--- config.mk ---
export PLATFORM = sky130hd
export DESIGN_NAME = link_chain_sched
export DESIGN_NICKNAME = d
export VERILOG_FILES = /design/src/rtl/link_chain_sched.sv
export SDC_FILE = /design/constraint.sdc
export NUM_CORES = 1
export LEC_CHECK = 0
export ABC_CLOCK_PERIOD_IN_PS = 2500
export CAP_MARGIN = 20
export CORE_MARGIN = 2
export CORE_UTILIZATION = 54
export CTS_BUF_LIST = sky130_fd_sc_hd__clkbuf_4
export DETAILED_ROUTE_END_ITERATION = 10
export PLACE_DENSITY = 0.79
export RECOVER_POWER = 50
export SETUP_SLACK_MARGIN = 0.5
export SLEW_MARGIN = 5
export SYNTH_ARGS = -nofsm -noshare
export SYNTH_HDL_FRONTEND = slang
export SYNTH_SLANG_ARGS = --single-unit
--- constraint.sdc ---
create_clock -name clk -period 2.5 [get_ports clk]
set_input_delay 0.5 -clock clk [delete_from_list [all_inputs] [get_ports clk]]
set_output_delay 0.5 -clock clk [all_outputs]
set_load 0.01 [all_outputs]
--- src/rtl/link_chain_sched.sv ---
// Cycle scheduler for the PRBS/filter/decimation test chain: baud, sample and decimation strobes
// with a start/flush/run/drain sequence. Optional LINK_SCHED_STATS_EN adds o_baud_count.
module link_chain_sched #(
    parameter int OVERSAMP     = 4,
    parameter int DW_FACTOR    = 2,
    parameter int FLUSH_CYCLES = 64,
    parameter int NB_PHASE     = 2,
    parameter int NB_FLUSH     = 8
) (
    input  logic                clk,
    input  logic                i_reset,
    input  logic                i_start,
    input  logic                i_stop,
    input  logic [NB_PHASE-1:0] i_phase,
    output logic                o_samp_en,
    output logic                o_prbs_en,
    output logic                o_dw_en,
    output logic                o_valid,
    output logic                o_busy,
`ifdef LINK_SCHED_STATS_EN
    output logic [31:0]         o_baud_count,
`endif
    output logic [1:0]          o_state
);

    typedef enum logic [1:0] {
        IDLE  = 2'b00,
        FLUSH = 2'b01,
        RUN   = 2'b10,
        DRAIN = 2'b11
    } state_t;

    localparam logic [NB_PHASE-1:0] LAST_N = NB_PHASE'(OVERSAMP - 1);
    localparam logic [NB_FLUSH-1:0] LAST_F = NB_FLUSH'(FLUSH_CYCLES - 1);

    state_t              state, state_nx;
    logic [NB_PHASE-1:0] n, n_nx;
    logic [NB_PHASE-1:0] phase_q, phase_nx;
    logic [NB_FLUSH-1:0] cnt, cnt_nx;
    logic                start_acc;
    logic                samp_nx, prbs_nx, dw_nx, valid_nx;

    always_comb begin
        state_nx  = state;
        n_nx      = n;
        phase_nx  = phase_q;
        cnt_nx    = cnt;
        start_acc = 1'b0;

        if (state != IDLE) begin
            n_nx   = (n == LAST_N) ? '0 : n + NB_PHASE'(1);
            cnt_nx = cnt + NB_FLUSH'(1);
        end

        case (state)
            IDLE: begin
                if (i_start) begin
                    state_nx  = FLUSH;
                    n_nx      = '0;
                    cnt_nx    = '0;
                    start_acc = 1'b1;
                    phase_nx  = (32'(i_phase) > 32'(OVERSAMP - 1)) ? LAST_N : i_phase;
                end
            end
            FLUSH: begin
                // stop wins over the flush-complete transition
                if (i_stop) begin
                    state_nx = DRAIN;
                    cnt_nx   = '0;
                end else if (cnt == LAST_F) begin
                    state_nx = RUN;
                    cnt_nx   = '0;
                end
            end
            RUN: begin
                cnt_nx = '0;
                if (i_stop) state_nx = DRAIN;
            end
            DRAIN: begin
                if (cnt == LAST_F) begin
                    state_nx = IDLE;
                    cnt_nx   = '0;
                end
            end
            default: state_nx = IDLE;
        endcase

        // outputs are computed from next-state values so they can be registered
        samp_nx  = (state_nx != IDLE);
        prbs_nx  = ((state_nx == FLUSH) || (state_nx == RUN)) && (n_nx == phase_nx);
        dw_nx    = samp_nx && ((32'(n_nx) % 32'(DW_FACTOR)) == 0);
        valid_nx = dw_nx && ((state_nx == RUN) || (state_nx == DRAIN));
    end

    always_ff @(posedge clk) begin
        if (!i_reset) begin
            state     <= IDLE;
            n         <= '0;
            phase_q   <= '0;
            cnt       <= '0;
            o_samp_en <= 1'b0;
            o_prbs_en <= 1'b0;
            o_dw_en   <= 1'b0;
            o_valid   <= 1'b0;
            o_busy    <= 1'b0;
        end else begin
            state     <= state_nx;
            n         <= n_nx;
            phase_q   <= phase_nx;
            cnt       <= cnt_nx;
            o_samp_en <= samp_nx;
            o_prbs_en <= prbs_nx;
            o_dw_en   <= dw_nx;
            o_valid   <= valid_nx;
            o_busy    <= samp_nx;
        end
    end

    assign o_state = state;

`ifdef LINK_SCHED_STATS_EN
    always_ff @(posedge clk) begin
        if (!i_reset || start_acc) begin
            o_baud_count <= '0;
        end else if (o_prbs_en && (o_baud_count != '1)) begin
            o_baud_count <= o_baud_count + 32'd1;
        end
    end
`endif

endmodule

==> results by group, run 1 <==
Power and ir drop
  – Seq pwr share: 55.6%
  – PwrDens: 585 mW/mm2
  – Clock power share: 24.9%
  – Switching part of the total: 26.5%
  – Leak: 0.368 nW
  – Combinational Power Share: 19.6%
  – Worst VDD drop: 334 uV
  – Internal: 422 uW
  – Switching Power: 152 uW

Floorplan
  – Chip height: 44.1 um
  – Core ar.: 0.00151 mm2
  – Die area: 0.00194 mm2
  – Site Rows: 14
  – Die width: 44.1 um
  – Initial Utilization: 57.6%
  – IO Pins: 13

Yosys
  – Number of synthesized register bits: 18
  – Syn nets: 101
  – Most frequent cell after synthesis: dfxtp_1
  – Fraction of registers with async set/reset: 0%
  – Sequential share of the synthesized area: 41.6%
  – Post-synth EDFFs: 0
  – Syn. warnings: 0
  – Primary FF master, synth: dfxtp_1
  – Mean post-synth cell area: 9.42 um2
  – Synth area leaders: dfxtp_1 42%, xnor2_1 5.1%, ha_1 4.3%, nor2_1 4.3%, nor2b_1 3.6%
  – Top cells by count, synth: 18 x dfxtp_1, 10 x nor2_1, 5 x nand2_1, 5 x nor2b_1, 5 x xnor2_1
  – Post-Syn Instances: 92
  – Post-Syn Area: 867 um2
  – Yosys cell types: 36
  – Area share of the leading cell type in the synthesized netlist: 41.6%
  – Synth area leader: dfxtp_1

Timing
  – Fin. Hold Viols: 0
  – # setup viols final: 0
  – Setup_tns: 0 ns
  – Skew final: 0.00495 ns
  – Worst Max-Slew Pin Slew: 0.488 ns
  – Post-route clock period utilization: 79.0%
  – Final Max Tran Viols: 0
  – Post-route minimum period: 1.98 ns
  – Hold WS: 0.485 ns
  – Slew Limit Headroom: 67.3%
  – RSZ-0062 raised after global routing: true
  – Max Fclk: 0.506 GHz

Clocking
  – Clock slew at reported path FFs: 0.10 ns
  – Num CTS Buffers: 3
  – Clock buffer depth: 2
  – Clock Latency Late Sink: 0.29 ns
  – CTS tree: built
  – Clock Sink Count: 18
  – Root buf cell: clkbuf_4
  – # hold bufs at CTS: 0
  – H-Tree Depth: 1

Setup path
  – Crit end category: register
  – RR Endpoint: o_prbs_en
  – Critical path class: register to register
  – Arr. time, crit path: 2.20 ns
  – R2R Setup Slk: 0.52 ns
  – R2r startpoint: cnt[0]
  – Depth of the worst register-to-register path: 8
  – CP Max Fanout: 5
  – Critical path, cell by cell: ha_1 -> and4bb_1 -> and4_1 -> nor3_1 -> inv_1 -> ha_1 -> nand2_1 -> nor3_1
  – Slowest cell on crit path: dfxtp_1
  – Crit-path max cell delay: 0.34 ns
  – CP startpoint kind: register
  – Worst Path Required: 2.72 ns

GRT
  – Gr usage total: 17.6%
  – Final global-route overflow total: 0
  – Largest net degree at the start of global routing: 13
  – Initial antenna violation count: 0
  – First-pass GRT wire length: 2.48 mm
  – Vias in the first global route: 562

Route
  – DRT Pass-1 Iters: 4
  – Antenna viol nets, final: 0
  – DRC Markers: 0
  – DR WL/cell: 12.2 um
  – WL final: 1.45 mm
  – Vias per cell: 5.45
  – Vias: 649
  – Number of DRC markers in iteration 0: 10

Cells and area
  – Share of layout cells above drive strength 1: 5.83%
  – Diodes inserted: 0
  – Layout Utilization: 65.1%
  – Layout area overhead: 13.1%
  – Fill count: 136
  – Nets: 113
  – Cell Count, Final, Fillers Out: 119

Worst hold path
  – Hold/Removal Path Class: register to register
  – Hold Crit Endpoint: cnt[1]
  – Hold path start: cnt[1]
  – Hold path depth: 2

Place
  – Routability cong.: 0.725
  – Dpl cells: 115
  – Post-detail-place hpwl: 1.07 mm
  – PortBufs: 12

Run status
  – Outcome: completed

Run
  – Maxcap violations: 0
## sequential cells by signal (all words and copies together), names as in the netlist
signal	cells
cnt	8
n	2
o_busy	1
o_dw_en	1
o_prbs_en	1
o_state	2
o_valid	1
phase_q	2
## per-stage QoR
step / setup slack (ns) / instance area, um2 / total power, mW
2_1_floorplan: 0.727 / 867 / 0.408
3_3_place_gp: 0.457 / 968 / 0.443
3_5_place_dp: 0.407 / 968 / 0.445
4_1_cts: 0.503 / 996 / 0.588
5_1_grt: 0.440 / 981 / 0.606
6_report: 0.524 / 981 / 0.574
## worst max path at each step
stage	start	end	cells past startpoint
floorplan	cnt[0]	o_prbs_en	8
global placement	i_stop	o_prbs_en	7
detailed placement	i_stop	o_prbs_en	7
CTS	o_state[0]	o_state[0]	1
global route	cnt[0]	o_prbs_en	8
finish	cnt[0]	o_prbs_en	8
## layer usage
layer  up-vias  GRT usage [%]  share of wire, %
met3         2           2.45               2.2
met1       302           24.0                51
li1        338              -                 -
met2         7           26.2                46
met5         -              0                 0
met4         0           10.9              0.69
## cell usage in the layout (no fill, tap or decap), types with 4 or more instances in the layout
master           count
a21oi_1              4
clkdlybuf4s50_1      7
dfxtp_1             16
dlygate4sd3_1        5
inv_1                4
nand2_1              5
nor2_1              10
nor2b_1              5
nor3_1               5
xnor2_1              5
## power by group through the flow
stage | sequential [mW] | combinational [mW] | clock [mW]
3_3_place_gp | 0.327 | 0.116 | 0
3_5_place_dp | 0.327 | 0.118 | 0
4_1_cts | 0.321 | 0.119 | 0.149
5_1_grt | 0.322 | 0.123 | 0.160
6_report | 0.319 | 0.112 | 0.143
2_1_floorplan | 0.324 | 0.0834 | 0
## cell families after synthesis
| group | Yosys count | share of synthesized area (%) |
|---|---|---|
| and+or+nand+nor | 38 | 26.1 |
| DFF | 18 | 41.6 |
| AOI/OAI and AO/OA | 13 | 10.2 |
| buffers and inverters | 9 | 6.20 |
| xor gates and xnor gates | 8 | 8.08 |
| muxes | 3 | 3.46 |
| adders and majority gates | 3 | 4.33 |
## worst max-delay path, delay by kind of cell, from the launching register on
kind	cells	cell delay (ns)
adder cells (fa/ha/maj)	2	0.54
buffers and inverters	1	0.08
flip-flops	1	0.34
AND/OR/NAND/NOR	5	0.95
## layout make-up
type / instances / area (um2) / area share [%]
Tap cell: 16 / 20.0 / 2.04
Timing Repair Buffer: 12 / 120 / 12.2
Multi-Input combinational cell: 65 / 437 / 44.5
Inverter: 4 / 15.0 / 1.53
Clock buffer: 3 / 22.5 / 2.30
Sequential cell: 18 / 363 / 37.0
Clock inverter: 1 / 3.75 / 0.383
## timing repair
item | 4_1_cts | 5_1_grt
gates cloned | 0 | 0
setup buffers | 0 | 0
endpoints found under the setup margin | 1 | 3
hold endpoints to repair | 0 | 0
gates resized for setup | 1 | 2
No activity file was read; power rests on OpenSTA's default activity.
==> run 2, diff against run 1 <==
ABC_CLOCK_PERIOD_IN_PS = 1800   (was 2500)
CORE_UTILIZATION = 49   (was 54)
PLACE_DENSITY = 0.75   (was 0.79)
clock period = 1.8 ns   (was 2.5 ns; I/O delays follow)
==> results by group, run 2 (synthesized netlist as in run 1, its figures left out) <==
Timing
  – Final worst slack: 0.174 ns
  – Skew final: 0.00220 ns
  – Slew Limit Headroom: 70.8%
  – # setup viols final: 0
  – Post-route minimum period: 1.63 ns
  – Max Fclk: 0.615 GHz
  – Hold WS: 0.542 ns
  – Setup_tns: 0 ns
  – Post-route clock period utilization: 90.3%
  – Fin. Hold Viols: 0
  – Worst Max-Slew Pin Slew: 0.436 ns
  – RSZ-0062 raised after global routing: true
  – Final Max Tran Viols: 0

Route
  – Number of DRC markers in iteration 0: 8
  – DRT Pass-1 Iters: 4
  – Antenna viol nets, final: 0
  – Vias per cell: 5.24
  – WL final: 1.79 mm
  – DR WL/cell: 13.4 um
  – Vias: 697
  – DRC Markers: 0

Floorplan
  – IO Pins: 13
  – Die width: 46.1 um
  – Core ar.: 0.00169 mm2
  – Chip height: 46.1 um
  – Site Rows: 15
  – Initial Utilization: 51.3%
  – Die area: 0.00212 mm2

Cells and area
  – Cell Count, Final, Fillers Out: 133
  – Share of layout cells above drive strength 1: 25.0%
  – Diodes inserted: 0
  – Max reg flops: 8
  – Reg with most FFs: cnt
  – Fill count: 148
  – Fin area: 0.00114 mm2
  – Commonest non-fill, non-tap cells in the layout: 16 x dfxtp_1, 11 x buf_4, 10 x nor2_1
  – Area of the multi-input gates: 494 um2
  – Layout area overhead: 31.7%
  – Layout Utilization: 67.6%
  – Register area: 363 um2
  – Nets: 127
  – Most common cell after layout, fill and taps aside: dfxtp_1

Power and ir drop
  – Leak: 0.451 nW
  – Worst VDD drop: 484 uV
  – PwrDens: 738 mW/mm2
  – Final total power: 843 uW

Place
  – Post-DP Area: 0.00105 mm2
  – Post-detail-place hpwl: 1.16 mm
  – Dpl cells: 123
  – Pre-CTS setup slack: -0.139 ns
  – PortBufs: 12
  – Routability cong.: 0.775

Setup path
  – Depth of the worst register-to-register path: 8
  – CP startpoint kind: register
  – R2r startpoint: cnt[0]
  – CP Max Fanout: 4
  – Worst Path Required: 2.02 ns
  – Critical path class: register to register
  – Crit end category: register
  – R2R Setup Slk: 0.17 ns
  – Arr. time, crit path: 1.85 ns
  – RR Endpoint: o_prbs_en

Clocking
  – H-Tree Depth: 1
  – Clock slew at reported path FFs: 0.10 ns
  – Clock buffer depth: 2
  – Clock Sink Count: 18
  – Num CTS Buffers: 3
  – CTS tree: built
  – Clock Latency Late Sink: 0.28 ns
  – Root buf cell: clkbuf_4

Run status
  – Outcome: completed

GRT
  – Final global-route overflow total: 0
  – Initial antenna violation count: 0
  – Vias in the first global route: 674
  – First-pass GRT wire length: 2.79 mm
  – Largest net degree at the start of global routing: 13
  – Gr usage total: 18.8%

Worst hold path
  – Hold/Removal Path Class: register to register
  – Hold path depth: 2
  – Hold path start: cnt[7]
  – Hold Crit Endpoint: cnt[7]

Run
  – Maxcap violations: 0
==> run 2: cell types whose count changed in the layout (fill, tap and decap cells not counted), moves of 2 or more <==
| cell | delta |
|---|---|
| dlygate4sd3_1 | -5 |
| dlygate4sd2_1 | +5 |
| clkdlybuf4s50_1 | -3 |
| clkdlybuf4s25_1 | +2 |
| buf_6 | +2 |
| buf_4 | +11 |
| nor3_1 | -2 |
==> run 2: critical path, cell delays in order, from the launching register on <==
cell	delay, ns
dfxtp_2	0.35
ha_4	0.16
and4bb_2	0.25
and4_1	0.19
nor3_4	0.14
inv_1	0.06
ha_1	0.27
nand2_1	0.04
nor3_1	0.10
==> run 2: layer usage <==
layer / share of wire, % / track usage, % / up-vias
met1: 50 / 26.9 / 321
li1: - / - / 365
met5: 0 / 0 / -
met4: 0.67 / 8.57 / 0
met2: 47 / 26.1 / 9
met3: 2.4 / 4.71 / 2
==> run 2: final cells by class <==
type	instances	area share [%]
multi-input cells	65	43.3
flip-flops and latches	18	31.8
repair buffers	26	19.8
clock buffers	3	1.97
well taps	17	1.86
inverters	4	1.31
==> run 2: timing repair <==
item | in CTS | in global routing
pin swaps | 3 | 2
resized for setup | 16 | 9
buffers inserted | 3 | 4
endpoints found under the hold margin | 0 | 0
endpoints found under the setup margin | 25 | 19
hold buffers | 0 | 0
==> run 2: power by group <==
group	total, mW	internal [mW]	switching, mW
clock	0.193	0.0777	0.116
combinational	0.212	0.112	0.100
sequential	0.438	0.423	0.0145
==> run 2: how the worst max path moves through the flow <==
| stage | to | slack (ns) | from | cells after the start |
|---|---|---|---|---|
| CTS | o_dw_en | 0.08 | cnt[0] | 8 |
| floorplan | o_dw_en | 0.25 | cnt[1] | 7 |
| global route | o_prbs_en | 0.09 | cnt[0] | 8 |
| finish | o_prbs_en | 0.17 | cnt[0] | 8 |
| detailed placement | o_dw_en | -0.14 | i_stop | 7 |
| global placement | o_prbs_en | -0.1 | i_stop | 8 |
==> run 3, diff against run 2 <==
CTS_CLUSTER_DIAMETER = 100   (was unset)
MAX_ROUTING_LAYER = met4   (was unset)
==> results by group, run 3 (synthesized netlist as in run 1, its figures left out) <==
Cells and area
  – Layout area overhead: 31.7%
  – Nets: 127
  – Share of layout cells above drive strength 1: 25.0%
  – Commonest non-fill, non-tap cells in the layout: 16 x dfxtp_1, 11 x buf_4, 10 x nor2_1
  – Diodes inserted: 0
  – Layout Utilization: 67.6%
  – Most common cell after layout, fill and taps aside: dfxtp_1
  – Reg with most FFs: cnt
  – Max reg flops: 8

Timing
  – Worst Max-Slew Pin Slew: 0.436 ns
  – Fin. Hold Viols: 0
  – Slew Limit Headroom: 70.8%
  – Post-route clock period utilization: 90.3%
  – Final worst slack: 0.174 ns
  – Skew final: 0.00224 ns
  – RSZ-0062 raised after global routing: true
  – Max Fclk: 0.615 GHz
  – Post-route minimum period: 1.63 ns
  – # setup viols final: 0
  – Final Max Tran Viols: 0
  – Hold WS: 0.542 ns

Floorplan
  – Site Rows: 15
  – Die width: 46.1 um
  – Core ar.: 0.00169 mm2
  – Initial Utilization: 51.3%
  – IO Pins: 13
  – Chip height: 46.1 um
  – Die area: 0.00212 mm2

Route
  – WL final: 1.79 mm
  – DRT Pass-1 Iters: 4
  – Vias: 697
  – Vias per cell: 5.24
  – Antenna viol nets, final: 0
  – DRC Markers: 0
  – Number of DRC markers in iteration 0: 8
  – DR WL/cell: 13.4 um

Power and ir drop
  – Final total power: 843 uW
  – Worst VDD drop: 484 uV
  – Leak: 0.451 nW
  – PwrDens: 738 mW/mm2

GRT
  – Initial antenna violation count: 0
  – First-pass GRT wire length: 2.79 mm
  – Vias in the first global route: 674
  – Largest net degree at the start of global routing: 13
  – Gr usage total: 19.3%
  – Final global-route overflow total: 0

Run status
  – Outcome: completed

Place
  – Post-detail-place hpwl: 1.16 mm
  – PortBufs: 12
  – Pre-CTS setup slack: -0.139 ns
  – Routability cong.: 0.785

Setup path
  – Crit path launch: cnt[0]
  – CP startpoint kind: register
  – Critical path class: register to register
  – R2r startpoint: cnt[0]
  – Arr. time, crit path: 1.85 ns
  – CP Max Fanout: 4
  – Worst Path Required: 2.02 ns
  – Crit end category: register
  – R2R Setup Slk: 0.17 ns

Clocking
  – Num CTS Buffers: 3
  – Clock Sink Count: 18
  – Clock slew at reported path FFs: 0.10 ns
  – Root buf cell: clkbuf_4
  – CTS tree: built
  – Clock Latency Late Sink: 0.28 ns
  – Clock buffer depth: 2
  – # hold bufs at CTS: 0
  – H-Tree Depth: 1

Run
  – Maxcap violations: 0

Worst hold path
  – Hold/Removal Path Class: register to register
  – Hold path start: cnt[7]
-- run 3: critical path: stages (launching register included) --
cell,delay [ns]
dfxtp_2,0.35
ha_4,0.16
and4bb_2,0.25
and4_1,0.19
nor3_4,0.14
inv_1,0.06
ha_1,0.27
nand2_1,0.04
nor3_1,0.10
-- run 3: routing by layer --
metal / GRT usage [%] / up-vias / share of wire, %
met2: 26.1 / 9 / 47
met5: - / - / 0
met1: 26.9 / 321 / 50
met4: 8.57 / 0 / 0.67
met3: 4.71 / 2 / 2.4
li1: - / 365 / -
-- run 3: final timing paths --
path / endpoint / cells past startpoint
max: o_prbs_en / 8
min: cnt[7] / 2
max reg2reg: o_prbs_en / 8
min reg2reg: cnt[7] / 2
-- run 3: per-stage QoR --
| stage | setup TNS, ns | instance area (um2) | instances |
|---|---|---|---|
| 2_1_floorplan | 0 | 892 | 92 |
| 3_3_place_gp | -0.180 | 1050 | 123 |
| 3_5_place_dp | -0.284 | 1050 | 123 |
| 4_1_cts | 0 | 1110 | 129 |
| 5_1_grt | 0 | 1140 | 133 |
| 6_report | 0 | 1140 | 133 |
-- run 3: repair_timing --
item                       4_1_cts  5_1_grt
setup endpoints to repair       25       19
resized for setup               16        9
pin swaps                        3        2
setup buffers                    3        4
-- run 3: report_power, final --
part	leakage, nW	switching, mW	internal, mW	total (mW)
Clock	0.0138	0.116	0.0777	0.193
Combinational	0.290	0.100	0.112	0.212
Sequential	0.148	0.0145	0.423	0.438
-- run 3: area by class of cell --
cell class	count	area, um2
Clock buffer	3	22.5
Fill cell	148	547
Inverter	4	15.0
Multi-Input combinational cell	65	494
Sequential cell	18	363
Tap cell	17	21.3
Timing Repair Buffer	26	226
